## config.mk

```make
export PLATFORM = sky130hd
export DESIGN_NAME = m_pkt_commit_buf
export DESIGN_NICKNAME = d
export VERILOG_FILES = /design/src/rtl/m_pkt_commit_buf.sv
export SDC_FILE = /design/constraint.sdc
export NUM_CORES = 1
export LEC_CHECK = 0
export CORE_ASPECT_RATIO = 1.75
export CORE_MARGIN = 2
export CORE_UTILIZATION = 60
export DETAILED_ROUTE_END_ITERATION = 16
export GPL_TIMING_DRIVEN = 0
export PLACE_DENSITY = 0.88
export SLEW_MARGIN = 40
export SYNTH_ARGS = -nofsm -noshare
export SYNTH_HDL_FRONTEND = slang
export SYNTH_SLANG_ARGS = --single-unit
```

## constraint.sdc

```tcl
create_clock -name clk -period 8.5 [get_ports clk]
set_input_delay 1.7 -clock clk [delete_from_list [all_inputs] [get_ports clk]]
set_output_delay 1.7 -clock clk [all_outputs]
set_load 0.01 [all_outputs]
```

## src/rtl/m_pkt_commit_buf.sv

```systemverilog
// m_pkt_commit_buf: store-and-forward packet buffer exposing only committed packets downstream
module m_pkt_commit_buf #(
  parameter int DEPTH  = 16,
  parameter int DATA_W = 64,
  parameter int LEN_W  = 3
) (
  input  logic              clk,
  input  logic              rst,
  input  logic              in_vld,
  input  logic              in_sop,
  input  logic              in_eop,
  input  logic [LEN_W-1:0]  in_length,
  input  logic [DATA_W-1:0] in_data,
  input  logic              in_buffer,
  output logic              out_vld,
  input  logic              out_rdy,
  output logic              out_sop,
  output logic              out_eop,
  output logic [LEN_W-1:0]  out_length,
  output logic [DATA_W-1:0] out_data,
  output logic [15:0]       drop_cnt,
  output logic [15:0]       ovf_cnt
);
  localparam int AW = $clog2(DEPTH);
  localparam int PW = AW + 1;
  localparam int EW = DATA_W + LEN_W + 2;
  typedef enum logic [1:0] {IDLE, IN_PKT, DROP} state_t;
  state_t state, nxt_state;
  logic [PW-1:0] wr_ptr, cmt_ptr, rd_ptr, nxt_wr, nxt_cmt, base;
  logic [EW-1:0] mem [DEPTH];
  logic sop_w, mid_w, restart, full_b, we, drop_inc;
  logic [1:0] ovf_add;
  function automatic logic [15:0] sat(input logic [15:0] c, input logic [1:0] a);
    logic [16:0] s;
    s = {1'b0, c} + {15'b0, a};
    return s[16] ? 16'hFFFF : s[15:0];
  endfunction
  assign sop_w   = in_vld & in_sop;
  assign mid_w   = in_vld & ~in_sop;
  assign restart = (state == IN_PKT) & sop_w;
  // a sop that abandons a partial packet writes over it, so fullness is judged from cmt_ptr
  assign base    = restart ? cmt_ptr : wr_ptr;
  assign full_b  = (base - rd_ptr) == PW'(DEPTH);
  always_comb begin
    nxt_state = state;
    nxt_wr    = restart ? cmt_ptr : wr_ptr;
    nxt_cmt   = cmt_ptr;
    we        = 1'b0;
    drop_inc  = 1'b0;
    ovf_add   = {1'b0, restart};
    if (sop_w || (mid_w && state == IN_PKT)) begin
      if (!full_b) begin
        we        = 1'b1;
        nxt_wr    = base + 1'b1;
        nxt_state = in_eop ? IDLE : IN_PKT;
        if (in_eop && in_buffer) nxt_cmt = base + 1'b1;
        else if (in_eop) begin
          nxt_wr   = cmt_ptr;
          drop_inc = 1'b1;
        end
      end else begin
        nxt_state = in_eop ? IDLE : DROP;
        nxt_wr    = cmt_ptr;
        ovf_add   = ovf_add + (sop_w ? {1'b0, in_eop} : 2'd1);
      end
    end else if (mid_w && state == DROP && in_eop) nxt_state = IDLE;
  end
  always_ff @(posedge clk or negedge rst) begin
    if (!rst) begin
      state    <= IDLE;
      wr_ptr   <= '0;
      cmt_ptr  <= '0;
      rd_ptr   <= '0;
      drop_cnt <= '0;
      ovf_cnt  <= '0;
    end else begin
      state    <= nxt_state;
      wr_ptr   <= nxt_wr;
      cmt_ptr  <= nxt_cmt;
      rd_ptr   <= rd_ptr + PW'(out_vld & out_rdy);
      drop_cnt <= sat(drop_cnt, {1'b0, drop_inc});
      ovf_cnt  <= sat(ovf_cnt, ovf_add);
    end
  end
  always_ff @(posedge clk) if (we) mem[base[AW-1:0]] <= {in_sop, in_eop, in_length, in_data};
  assign out_vld = rd_ptr != cmt_ptr;
  assign {out_sop, out_eop, out_length, out_data} = mem[rd_ptr[AW-1:0]];
endmodule
```

==> results.md, run 1 <==
- Status: complete, no violations
- First DRT Iteration DRCs: 3652
- Mapped Area: 0.04437 mm2
- Final hold violation count: 0
- WL/cell: 38.23 um
- Setup crit start: in_vld
- Multiplexer share of the synthesized area: 17.71%
- Placed Instance Area: 0.04928 mm2
- Vias/cell: 7.152
- Die Ht: 363.7 um
- Crit start category: input port
- DRT antenna net count: 0
- Max-cap viol count: 0
- Starting Density: 60.70%
- Clk root buf: clkbuf_16
- RD Place Congestion: 0.8321
- Setup crit end kind: flop
- Top FF cell, synth: edfxtp_1
- Vias in the first global route: 23930
- HPWL Detailed: 73590 um
- Post-CTS setup buffers: 0
- Worst r2r dst: ovf_cnt[6]
- Post-synthesis sequential area ratio: 77.48%
- Most common cell in the netlist: edfxtp_1
- DR pass1 iterations: 5
- Slew headroom: 39.36%
- Die Area: 0.07623 mm2
- PD cells: 326.8 mW/mm2
- Minimum clock period: 6.734 ns
- Kind of critical path: in2reg
- CP max FO: 10
- Setup slack, reg-to-reg: 2.68 ns
- Post-synth EDFFs: 1104
- Cell Count Post-Placement: 3053
- CTS Hold Bufs: 0
- Final worst path period share: 79.23%
- Nets: 2309
- Pin slew with the least headroom to its limit: 0.9096 ns
- Yosys reg bits: 1153
- Pins Over Slew Limit: 0
- Critical path endpoint: ovf_cnt[6]
- Worst-Skew Late Latency: 0.69 ns
- GRT overflow: 0
- Worst-case clock buffer depth: 3
- Cell area after layout: 0.05229 mm2
- CTS tree: built
- Fmax: 148.5 MHz
- Share of flip-flops with an asynchronous set or reset: 4.250%
- Largest net degree at the start of global routing: 34
- Largest family of logic cells by synthesized area: multiplexers
- Final Non-Filler Cells: 3229
- Yosys warns: 0
- Crit path DAT: 7.36 ns
- RSZ-0062 raised after global routing: false
- Critical R2R Launch: rd_ptr[2]
- Final WL: 123400 um
- Rows: 131
- Minimum hold slack: 0.5319 ns
- Cell accounting for the most synthesized area: edfxtp_1
- Top cells by area, synth: edfxtp_1, mux4_2, dfrtp_1
- Avg Inst Size Synth: 23.87 um2
- Reg clk slew, reported paths: 0.06 ns
- IO Port Bufs: 175
- Syn Nets: 1949
- Area of the multi-input gates: 0.009512 mm2
- IO Count: 176
- Post-Synth Adder-Cell Area: 0.4681%
- Worst r2r path cells: 21
- Initial antenna violation count: 7
- Num Clock Sinks: 1153
- Synth Area in Compound Gates: 0.6486%
- CP required: 9.12 ns
- DRC violations left: 0
- Endpoints failing setup: 0
- Post-synth top cells: edfxtp_1, mux4_2, nand2_1, dfrtp_1, nand3_1
- Post-Synth Simple-Gate Area: 1.782%
- H-tree depth: 3
- Cell count after synthesis: 1859
- Hold crit path type: reg2reg
- Synth Area in XOR/XNOR: 0.5527%
- Final Skew: 0.02102 ns
- Sequential cell area: 0.03438 mm2
- Vias post-DR: 23090
- Leak: 16.87 nW
- CTS Buf Count: 95
- Post-synth top area share: 74.72%
- Fillers: 3768
- Worst vdd ir: 201.2 uV
- Proportion of layout cells with a drive suffix above 1: 28.91%
- Layout overhead on the synthesized area: 17.85%
- DIE WIDTH: 209.6 um
- Yosys cell types: 57
- Core Util, Final: 71.53%
- CORE AREA: 0.07310 mm2
- Post_cts resized: 0
- Total GRT Usage: 33.32%
- First-pass GRT wire length: 175300 um
-- power breakdown --
part | switching, mW | leakage [nW] | internal, mW
combinational | 3.03 | 4.82 | 2.83
sequential | 0.182 | 10.6 | 6.67
clock | 2.05 | 1.46 | 2.33
total | 5.26 | 16.9 | 11.8
-- worst min path at each step --
stage                     cells after the start  startpoint        end  slack [ns]
final                                         1   rd_ptr[1]  rd_ptr[1]        0.53
after global routing                          1   rd_ptr[1]  rd_ptr[1]        0.55
after CTS                                     1   rd_ptr[1]  rd_ptr[1]        0.53
after detailed placement                      1   rd_ptr[1]  rd_ptr[1]        0.51
after global placement                        1   rd_ptr[1]  rd_ptr[1]        0.49
after floorplan                               1   rd_ptr[1]  rd_ptr[1]        0.47
-- flip-flops by register name (all words and copies together), names as in the netlist --
| name | cells |
|---|---|
| cmt_ptr | 5 |
| drop_cnt | 16 |
| wr_ptr | 5 |
| rd_ptr | 5 |
| mem | 1104 |
| ovf_cnt | 16 |
| state | 2 |
-- cell type report --
type	instances	area share, %
well taps	931	2.228
multi-input cells	603	18.19
clock inverters	54	0.8925
plain buffers	87	1.091
flip-flops and latches	1153	65.74
inverters	16	0.1172
diodes	8	0.03828
clock buffers	114	4.805
repair buffers	263	6.894
-- worst max-delay path: stages --
cell	delay [ns]
clkdlybuf4s50_1	0.57
nand4b_1	0.23
buf_2	0.28
nand2_1	0.08
and2_1	0.12
buf_2	0.19
inv_2	0.09
ha_1	0.34
a21oi_1	0.30
a21boi_0	0.22
o21bai_1	0.25
o21ai_1	0.32
buf_4	0.27
mux2i_1	0.10
nor2_1	0.10
ha_1	0.18
inv_1	0.06
fa_1	0.43
and3b_1	0.27
nand3_1	0.18
nor3_2	0.33
nand3_1	0.17
or2_1	0.29
buf_2	0.20
nand2_1	0.08
-- metal layers --
| metal | global-route usage (%) | wire [um] | up-vias |
|---|---|---|---|
| met5 | 0 | 13 | - |
| met4 | 17.62 | 6537 | 2 |
| met3 | 5.720 | 13660 | 420 |
| met2 | 56.35 | 63860 | 2107 |
| met1 | 41.94 | 39360 | 11930 |
| li1 | - | - | 8637 |
-- stage by stage --
stage	worst slack [ns]	setup TNS, ns	total power, mW
3_3_place_gp	-3.371	-3664.81	12.25
6_report	1.766	0	17.09
2_1_floorplan	1.398	0	10.23
4_1_cts	1.263	0	17.10
5_1_grt	1.441	0	17.45
3_5_place_dp	0.6368	0	12.64
-- layout by cell type, fill, tap and decap left out, types with 4 or more instances in the layout --
master / instances
inv_1: 13
clkinvlp_4: 5
clkinv_4: 7
clkbuf_16: 98
buf_2: 19
nand3_1: 36
o21ai_0: 8
nand2_1: 50
nor2_4: 17
xor2_1: 13
dfrtp_1: 49
clkdlybuf4s50_1: 173
and3_1: 4
mux4_2: 345
and2_1: 6
clkbuf_1: 35
clkinv_1: 14
buf_1: 5
nor2b_1: 8
nand4_1: 5
nor2_1: 14
buf_16: 43
buf_6: 27
buf_8: 43
mux2_1: 4
ha_1: 15
nand2b_1: 4
nor3_1: 6
o21ai_1: 4
edfxtp_1: 1104
diode_2: 8
clkbuf_2: 18
xnor2_1: 15
bufinv_16: 7
clkinv_2: 22
a21oi_1: 8
-- cell families (layout without fill, tap and decap cells) --
group,after synthesis,in the layout
flops,1153,1153
mux,353,353
simple gates,163,163
buf+inv,103,534
compound gates,43,43
xor+xnor,28,28
fa+ha+maj,16,16
other cells,0,8
(Power assumes the default switching activity.)
==> inputs of run 2 (changes only) <==
--- a/config.mk
+++ b/config.mk
@@ -7,10 +7,10 @@
 export LEC_CHECK = 0
 export CORE_ASPECT_RATIO = 1.75
 export CORE_MARGIN = 2
-export CORE_UTILIZATION = 60
+export CORE_UTILIZATION = 55
 export DETAILED_ROUTE_END_ITERATION = 16
 export GPL_TIMING_DRIVEN = 0
-export PLACE_DENSITY = 0.88
+export PLACE_DENSITY = 0.85
 export SLEW_MARGIN = 40
 export SYNTH_ARGS = -nofsm -noshare
 export SYNTH_HDL_FRONTEND = slang
==> constraint.sdc (replaced) <==
create_clock -name clk -period 5.75 [get_ports clk]
set_input_delay 1.15 -clock clk [delete_from_list [all_inputs] [get_ports clk]]
set_output_delay 1.15 -clock clk [all_outputs]
set_load 0.01 [all_outputs]
==> run 2 against run 1 <==
  * Largest power group unchanged
  * Hold slack lost 0.23 ns
  * Critical path depth decreased by 4
  * Largest cell class unchanged
  * Setup slack worse by 1.5 ns
==> results.md, run 2 (synthesis results as in run 1) <==
- Status: complete, no violations
- Starting Density: 55.55% (-5.1 points)
- Number of flip-flops in the largest register: 1104 (unchanged)
- Largest net degree at the start of global routing: 44 (+29%)
- Kind of critical path: reg2reg
- Final WL: 122200 um (-1.0%)
- RD Place Congestion: 0.8520 (+2.4%)
- Endpoints failing setup: 0 (unchanged)
- Setup crit end kind: flop
- Critical Path Slowest Stage Cell: clkbuf_1
- Initial antenna violation count: 12 (+5)
- DRT antenna net count: 0 (unchanged)
- Layout overhead on the synthesized area: 18.59%
- Max-cap viol count: 0 (unchanged)
- Crit path cell chain: clkbuf_2, clkbuf_1, inv_1, ha_1, nand3b_1, a21boi_0, o21bai_1, o21ai_2, buf_4, mux2i_1, nor2_1, ha_1, inv_1, fa_1, and3b_1, nand3_2, nor3_4, nand3_1, or2_1, buf_2, nand2_1
- Critical path endpoint: ovf_cnt[7]
- Worst vdd ir: 304.2 uV (+51%)
- First-pass GRT wire length: 173500 um (-1.0%)
- Slowest Stage Delay on Critical Path: 0.64 ns (+0.07 ns)
- IO Count: 176 (unchanged)
- Bufs and invs on worst path: 6 (-1)
- Reg clk slew, reported paths: 0.07 ns (about the same)
- Vias in the first global route: 23770 (-0.64%)
- Setup tns final: 0 ns (unchanged)
- Worst-case clock buffer depth: 3 (unchanged)
- Setup crit start: rd_ptr[2]
- Die Area: 0.08305 mm2 (+9.0%)
- Pins Over Slew Limit: 0 (unchanged)
- Final worst path period share: 95.83%
- IO Port Bufs: 175 (unchanged)
- Final Non-Filler Cells: 3355 (+3.9%)
- Vias post-DR: 22640 (-2.0%)
- Most frequent cells in the layout: edfxtp_1, mux4_2, clkdlybuf4s50_1
- Rows: 137 (+4.6%)
- Final hold violation count: 0 (unchanged)
- CP required: 6.33 ns (-2.79 ns)
- DIE WIDTH: 218.7 um (+4.4%)
- HPWL Detailed: 74960 um (+1.9%)
- Hold crit path type: in2async
- CP max FO: 10 (unchanged)
- Placed Instance Area: 0.04949 mm2 (+0.44%)
- Cell area after layout: 0.05262 mm2 (+0.63%)
- Proportion of layout cells with a drive suffix above 1: 29.34% (+0.43 points)
- Worst-Skew Late Latency: 0.66 ns (-0.03 ns)
- Num Clock Sinks: 1153 (unchanged)
- Commonest non-fill, non-tap cell in the layout: edfxtp_1
- CORE AREA: 0.07988 mm2 (+9.3%)
- Total GRT Usage: 30.11% (-3.2 points)
- GRT overflow: 0 (unchanged)
- Critical R2R Launch: rd_ptr[2]
- Clk root buf: clkbuf_16
- Pin slew with the least headroom to its limit: 0.9193 ns (+0.009757 ns)
- H-tree depth: 3 (unchanged)
- DRC violations left: 0 (unchanged)
- Slew headroom: 38.71% (-0.65 points)
- Minimum clock period: 5.510 ns
- Worst r2r dst: ovf_cnt[7]
- Worst r2r path cells: 21 (unchanged)
- CTS Buf Count: 94 (-1.1%)
- Fmax: 181.5 MHz
- PD cells: 479.5 mW/mm2 (+47%)
- First DRT Iteration DRCs: 3336 (-8.7%)
- Die Ht: 379.7 um (+4.4%)
- Leak: 16.98 nW (+0.64%)
- WL/cell: 36.41 um (-4.8%)
- Cell Count Post-Placement: 3165 (+3.7%)
- CTS Hold Bufs: 0 (unchanged)
- Crit. path cell count: 21 (-16%)
- Final Skew: 0.03496 ns (+0.01394 ns)
- DR pass1 iterations: 5 (unchanged)
- Setup slack, reg-to-reg: 0.24 ns (-2.44 ns)
- Vias/cell: 6.748 (-5.6%)
- Crit start category: flop
- Nets: 2311 (+0.087%)
- Crit-path leading delay family: buffers and inverters
- CTS tree: built
- Crit path DAT: 6.09 ns (-1.27 ns)
- Fillers: 4766 (+26%)
## run 2: cell count changes in the layout (fill, tap and decap cells not counted), sizes merged
cell	before	now
inv	15	18
bufinv	7	5
dlymetal6s2s	0	1
clkinvlp	5	4
clkdlybuf4s50	173	172
clkbuf	151	162
diode	8	12
## run 2: timing repair
item	CTS	global route
gates cloned	0	0
setup endpoints to repair	232	15
setup buffers	1	2
gates resized for setup	8	6
pin swaps	2	2
## run 2: layout make-up
| cell class | count | area (um2) | area share, % |
|---|---|---|---|
| Sequential cell | 1153 | 34380 | 65.33 |
| Multi-Input combinational cell | 603 | 9538 | 18.13 |
| Timing Repair Buffer | 267 | 3710 | 7.050 |
| Clock buffer | 122 | 2604 | 4.948 |
| Tap cell | 1042 | 1304 | 2.478 |
| Buffer | 86 | 570.5 | 1.084 |
| Clock inverter | 54 | 425.4 | 0.8084 |
| Inverter | 16 | 61.31 | 0.1165 |
| Antenna cell | 12 | 30.03 | 0.05707 |
## run 2: power breakdown
group	internal [mW]	switching [mW]	total (mW)
registers	9.86	0.258	10.1
logic	4.20	4.47	8.67
clock network	3.44	3.00	6.44
total	17.5	7.73	25.2
## run 2: how the worst min path moves through the flow
stage | start | to | slack [ns] | cells after the start
6_report | rst | ovf_cnt[11] | 0.30 | 1
5_1_grt | rst | ovf_cnt[8] | 0.29 | 1
4_1_cts | rst | ovf_cnt[11] | 0.28 | 1
3_5_place_dp | state[1] | state[1] | 0.53 | 2
3_3_place_gp | rd_ptr[1] | rd_ptr[1] | 0.49 | 1
2_1_floorplan | rd_ptr[1] | rd_ptr[1] | 0.47 | 1
## run 2: worst register-to-register path, delay by kind of cell, from the launching register on
| family | cells | cell delay, ns |
|---|---|---|
| AO/OA/AOI/OAI | 3 | 0.62 |
| adder cells (fa/ha/maj) | 3 | 1.06 |
| buffers and inverters | 6 | 1.73 |
| flip-flops | 1 | 0.42 |
| multiplexers | 1 | 0.13 |
| AND/OR/NAND/NOR | 8 | 1.43 |
## run 2: metal layers
metal | share of wire, % | routed length [um] | track usage, %
met3 | 9.5 | 11630 | 5.354
met5 | 0.040 | 49 | 0
met1 | 31 | 38150 | 35.97
met4 | 6.0 | 7370 | 16.00
met2 | 53 | 64960 | 52.00
## run 2: metrics by stage
stage / utilization, % / hold WS, ns / setup WS, ns / power (mW)
finish: 65.88 / 0.3042 / 0.2397 / 25.23
floorplan: - / 0.4731 / -0.8021 / 15.13
detailed placement: 61.96 / 0.5279 / -1.380 / 18.72
global placement: 59.37 / 0.4901 / -5.711 / 18.17
global route: 65.86 / 0.2946 / -0.005180 / 25.87
CTS: 65.79 / 0.2813 / 0.006668 / 25.28
